File: src/rtl/stack_arbiter.sv
// Two-requester front end for a single shared stack. One push/pop is in flight at a time.
// Push-on-full and pop-on-empty are answered with an error here and never reach the stack.
//
//   state  | meaning
//   -------+---------------------------------------------------------------
//   IDLE   | waiting for a request; winner's req_ready asserted combinationally
//   ISSUE  | one-cycle stack strobe (or error decision), capture pop data
//   RESP   | owner's rsp_valid held with stable data/err until rsp_ready
module stack_arbiter #(
  parameter int WIDTH       = 2,
  parameter bit ROUND_ROBIN = 1'b1
) (
  input  logic             clk,
  input  logic             rst,
  input  logic             a_req_valid,
  input  logic             a_req_op,
  input  logic [WIDTH-1:0] a_req_data,
  output logic             a_req_ready,
  output logic             a_rsp_valid,
  output logic [WIDTH-1:0] a_rsp_data,
  output logic             a_rsp_err,
  input  logic             a_rsp_ready,
  input  logic             b_req_valid,
  input  logic             b_req_op,
  input  logic [WIDTH-1:0] b_req_data,
  output logic             b_req_ready,
  output logic             b_rsp_valid,
  output logic [WIDTH-1:0] b_rsp_data,
  output logic             b_rsp_err,
  input  logic             b_rsp_ready,
  output logic             stk_push,
  output logic             stk_pop,
  output logic [WIDTH-1:0] stk_data_in,
  input  logic [WIDTH-1:0] stk_data_out,
  input  logic             stk_full,
  input  logic             stk_empty,
  output logic             busy
);

  typedef enum logic [1:0] {
    S_IDLE  = 2'd0,
    S_ISSUE = 2'd1,
    S_RESP  = 2'd2
  } state_t;

  state_t           state_q, state_d;
  logic             last_b_q, last_b_d;
  logic             owner_b_q, owner_b_d;
  logic             op_pop_q, op_pop_d;
  logic [WIDTH-1:0] data_q, data_d;
  logic [WIDTH-1:0] rsp_data_q, rsp_data_d;
  logic             rsp_err_q, rsp_err_d;
  logic             grant_a, grant_b;

  // last_b_q=1 means B had the most recent grant, so A wins the next tie
  always_comb begin
    grant_a = 1'b0;
    grant_b = 1'b0;
    if (ROUND_ROBIN) begin
      if (a_req_valid && b_req_valid) begin
        grant_a = last_b_q;
        grant_b = !last_b_q;
      end else begin
        grant_a = a_req_valid;
        grant_b = b_req_valid;
      end
    end else begin
      grant_a = a_req_valid;
      grant_b = !a_req_valid && b_req_valid;
    end
  end

  always_comb begin
    state_d     = state_q;
    last_b_d    = last_b_q;
    owner_b_d   = owner_b_q;
    op_pop_d    = op_pop_q;
    data_d      = data_q;
    rsp_data_d  = rsp_data_q;
    rsp_err_d   = rsp_err_q;
    a_req_ready = 1'b0;
    b_req_ready = 1'b0;
    a_rsp_valid = 1'b0;
    a_rsp_data  = '0;
    a_rsp_err   = 1'b0;
    b_rsp_valid = 1'b0;
    b_rsp_data  = '0;
    b_rsp_err   = 1'b0;
    stk_push    = 1'b0;
    stk_pop     = 1'b0;
    stk_data_in = '0;
    busy        = 1'b0;

    // outputs are forced quiet in a reset cycle so the stack is never touched then
    if (!rst) begin
      case (state_q)
        S_IDLE: begin
          if (grant_a || grant_b) begin
            a_req_ready = grant_a;
            b_req_ready = grant_b;
            owner_b_d   = grant_b;
            last_b_d    = grant_b;
            op_pop_d    = grant_b ? b_req_op : a_req_op;
            data_d      = grant_b ? b_req_data : a_req_data;
            state_d     = S_ISSUE;
          end
        end
        S_ISSUE: begin
          busy       = 1'b1;
          rsp_data_d = '0;
          rsp_err_d  = 1'b0;
          if (!op_pop_q) begin
            if (stk_full) begin
              rsp_err_d = 1'b1;
            end else begin
              stk_push    = 1'b1;
              stk_data_in = data_q;
            end
          end else begin
            if (stk_empty) begin
              rsp_err_d = 1'b1;
            end else begin
              stk_pop    = 1'b1;
              rsp_data_d = stk_data_out;
            end
          end
          state_d = S_RESP;
        end
        S_RESP: begin
          busy = 1'b1;
          if (owner_b_q) begin
            b_rsp_valid = 1'b1;
            b_rsp_data  = rsp_data_q;
            b_rsp_err   = rsp_err_q;
            if (b_rsp_ready) state_d = S_IDLE;
          end else begin
            a_rsp_valid = 1'b1;
            a_rsp_data  = rsp_data_q;
            a_rsp_err   = rsp_err_q;
            if (a_rsp_ready) state_d = S_IDLE;
          end
        end
        default: state_d = S_IDLE;
      endcase
    end
  end

  always_ff @(posedge clk) begin
    if (rst) begin
      state_q    <= S_IDLE;
      last_b_q   <= 1'b1;
      owner_b_q  <= 1'b0;
      op_pop_q   <= 1'b0;
      data_q     <= '0;
      rsp_data_q <= '0;
      rsp_err_q  <= 1'b0;
    end else begin
      state_q    <= state_d;
      last_b_q   <= last_b_d;
      owner_b_q  <= owner_b_d;
      op_pop_q   <= op_pop_d;
      data_q     <= data_d;
      rsp_data_q <= rsp_data_d;
      rsp_err_q  <= rsp_err_d;
    end
  end

endmodule

File: config.mk
export PLATFORM = sky130hd
export DESIGN_NAME = stack_arbiter
export DESIGN_NICKNAME = d
export VERILOG_FILES = /design/src/rtl/stack_arbiter.sv
export SDC_FILE = /design/constraint.sdc
export NUM_CORES = 1
export LEC_CHECK = 0
export ABC_AREA = 1
export CAP_MARGIN = 20
export CORE_MARGIN = 4
export CORE_UTILIZATION = 40
export CTS_BUF_LIST = sky130_fd_sc_hd__clkbuf_16
export CTS_CLUSTER_SIZE = 8
export DETAILED_ROUTE_END_ITERATION = 8
export GPL_ROUTABILITY_DRIVEN = 0
export PLACE_DENSITY = 0.78
export SKIP_CTS_REPAIR_TIMING = 1
export SYNTH_ARGS = -nofsm -noshare
export SYNTH_HDL_FRONTEND = slang
export SYNTH_SLANG_ARGS = --single-unit
File: constraint.sdc
create_clock -name clk -period 1.5 [get_ports clk]
set_input_delay 0.3 -clock clk [delete_from_list [all_inputs] [get_ports clk]]
set_output_delay 0.3 -clock clk [all_outputs]
set_load 0.005 [all_outputs]
==> out/qor.csv <==
metric;value;unit
worst-skew pair later-pin latency;0.24;ns
Worst Skew;0.00405;ns
row count;14;
r2r startpoint;state_q[0]$_SDFFE_PP0P_;
cell family with most CP delay;buffers and inverters;
WL/cell;13.1;µm
initial antenna violation count;0;
clock sink total;10;
pin count of the biggest net entering global routing;9;
Peak VDD IR;936;µV
fillers;100;
delay of the slowest cell on the worst path;0.49;ns
most frequent cells in the layout;inv_1, nor2_1, nand2_1, clkdlybuf4s50_1, buf_4;
Pleak;0.000678;µW
dpl hpwl;1.53;mm
Initial Utilization;43.7;%
CP Capture Type;output pin;
FMAX;555;MHz
# IOs;31;
RSZ-0062 raised after global routing;true;
post-synth cell types;16;
Tmin final;1.80;ns
final instance area;0.00128;mm²
ANT nets after route;0;
register area share after synthesis;29.4;%
worst-path cell chain;buf_4 > ha_4 > nand3_4 > inv_1 > clkdlybuf4s50_1;
crit path max fanout;4;
Buf/Inv on CP;3;
cell-internal power;985;µW
Worst Path Arrival;1.50;ns
vias in the first global route;741;
Gate power share;42.3;%
Post-Syn Instances;109;
synth top area cells;dfxtp_1, nor2_1, inv_1;
syn_area_per_cell;6.26;µm²
# setup viols final;5;
max-slew violation count;0;
Synthesis Warnings;0;
CTS tree;done;
Switching Fraction;33.9;%
violated checks;negative setup slack;
CTS buffer count;3;
hold_sp;last_b_q$_SDFFE_PP1P_;
htree depth;1;
Relative slew margins;80.9;%
final hold slack;0.490;ns
Worst-Margin Slew;0.286;ns
pwr/cell area;1160;mW/mm²
cell accounting for the most synthesized area;dfxtp_1;
Worst Hold Class;reg2reg;
layout cells sized above 1;34.8;%
port buffer count;30;
gr usage total;17.3;%
Final nets;181;
reg2reg end;owner_b_q$_SDFFE_PP0P_;
status;finished, violations left;
CTS max path bufs;2;
DP Worst Slack;-0.459;ns
syn nets;131;
total number of vias;849;
switching power;505;µW
startpoint types;register;
Final Hold Violating Endpoints;0;
Clock transition at path regs;0.04;ns
1st-iter DRT viols;26;
die height;49.3;µm
crit path kind;reg2out;
Die ar.;0.00243;mm²
hold depth;2;
area share of the largest cell type after synthesis;29.4;%
Layout area overhead;87.7;%
CTS Root Cell;clkbuf_16;
first-pass iteration count of the detailed router;4;
Core Region;0.00156;mm²
grt ovf;0;
Vias/cell;4.88;
final wirelength;2.27;mm
n_diodes;0;
first-pass GRT wire length;3.20;mm
most common cell after layout, fill and taps aside;inv_1;
FF+latch count, synth;10;
slowest CP cell;clkdlybuf4s50_1;
reg2reg setup slack;0.14;ns
Post-Syn Area;682;µm²
sequential share of power;25.7;%
Fin Setup TNS;-0.689;ns
DRC;0;
worst setup margin;-0.301;ns
worst path required time;1.20;ns
clock share of power;32.0;%
Max-Cap Viols;0;
Die Wd;49.3;µm
Area after DPL;0.00109;mm²
R2R depth;8;
final period utilization;120;%
hold endpoint;last_b_q$_SDFFE_PP1P_;
## cells in the mapped netlist
| library cell | count |
|---|---|
| inv_1 | 25 |
| o31ai_1 | 2 |
| nor2_1 | 26 |
| nor3_1 | 1 |
| o211ai_1 | 1 |
| nand2_2 | 1 |
| inv_2 | 1 |
| buf_6 | 1 |
| nand3_1 | 9 |
| nand4_1 | 2 |
| dfxtp_1 | 10 |
| ha_1 | 6 |
| a21oi_1 | 1 |
| o21ai_0 | 4 |
| nand2_1 | 18 |
| a21oi_4 | 1 |
## routing by layer
metal / GRT usage (%) / vias up / share of wire (%) / routed length [µm]
li1: - / 427 / - / -
met1: 20.3 / 389 / 41 / 943
met2: 28.3 / 28 / 53 / 1200
met3: 3.98 / 5 / 3.7 / 85
met4: 9.95 / 0 / 1.9 / 44
met5: 0 / - / 0 / 0
## logic make-up after synthesis
family	after synthesis	share of synthesized area (%)
compound gates	9	9.36
fa+ha+maj	6	11.0
buf+inv	27	16.0
flops	10	29.4
simple gates	57	34.3
## state kept, by name, indices dropped and copies added (netlist names)
signal and cells:
last_b_q 1, op_pop_q 1, owner_b_q 1, state_q 2
rsp_err_q 1, rsp_data_q 2, data_q 2
## power groups by stage
stage	sequential, µW	clock, µW	combinational (µW)
6_report	382	477	631
5_1_grt	386	510	702
4_1_cts	359	482	485
3_5_place_dp	362	0	480
3_3_place_gp	360	0	465
2_1_floorplan	353	0	270
## tightest hold or removal path, delay by kind of cell, from the launching register on
kind          cells  cell delay [ns]
simple gates      2             0.11
flops             1             0.32
## stage by stage
| stage | util, % | instances | total power, µW |
|---|---|---|---|
| after floorplan | - | 109 | 624 |
| after global placement | 69.8 | 167 | 824 |
| after detailed placement | 69.8 | 167 | 841 |
| after CTS | 74.9 | 171 | 1330 |
| after global routing | 82.1 | 174 | 1600 |
| final | 82.1 | 174 | 1490 |
## worst max-delay path by stage
stage,cells after the start,endpoint,slack (ns),start
6_report,5,a_rsp_valid,-0.30,state_q[1]$_SDFFE_PP0P_
5_1_grt,5,stk_pop,-0.37,state_q[1]$_SDFFE_PP0P_
4_1_cts,5,stk_data_in[0],-0.51,state_q[1]$_SDFFE_PP0P_
3_5_place_dp,5,a_rsp_err,-0.46,rst
3_3_place_gp,5,a_req_ready,-0.44,rst
2_1_floorplan,4,stk_data_in[0],0.30,state_q[1]$_SDFFE_PP0P_
## final cells by class
cell class / count / area [µm²] / share of cell area (%)
Sequential cell: 10 / 205 / 16.0
Multi-Input combinational cell: 72 / 490 / 38.3
Inverter: 26 / 103 / 8.02
Clock inverter: 1 / 3.75 / 0.293
Timing Repair Buffer: 46 / 383 / 29.9
Tap cell: 16 / 20.0 / 1.56
Clock buffer: 3 / 75.1 / 5.87
No activity file was read; power rests on OpenSTA's default activity.
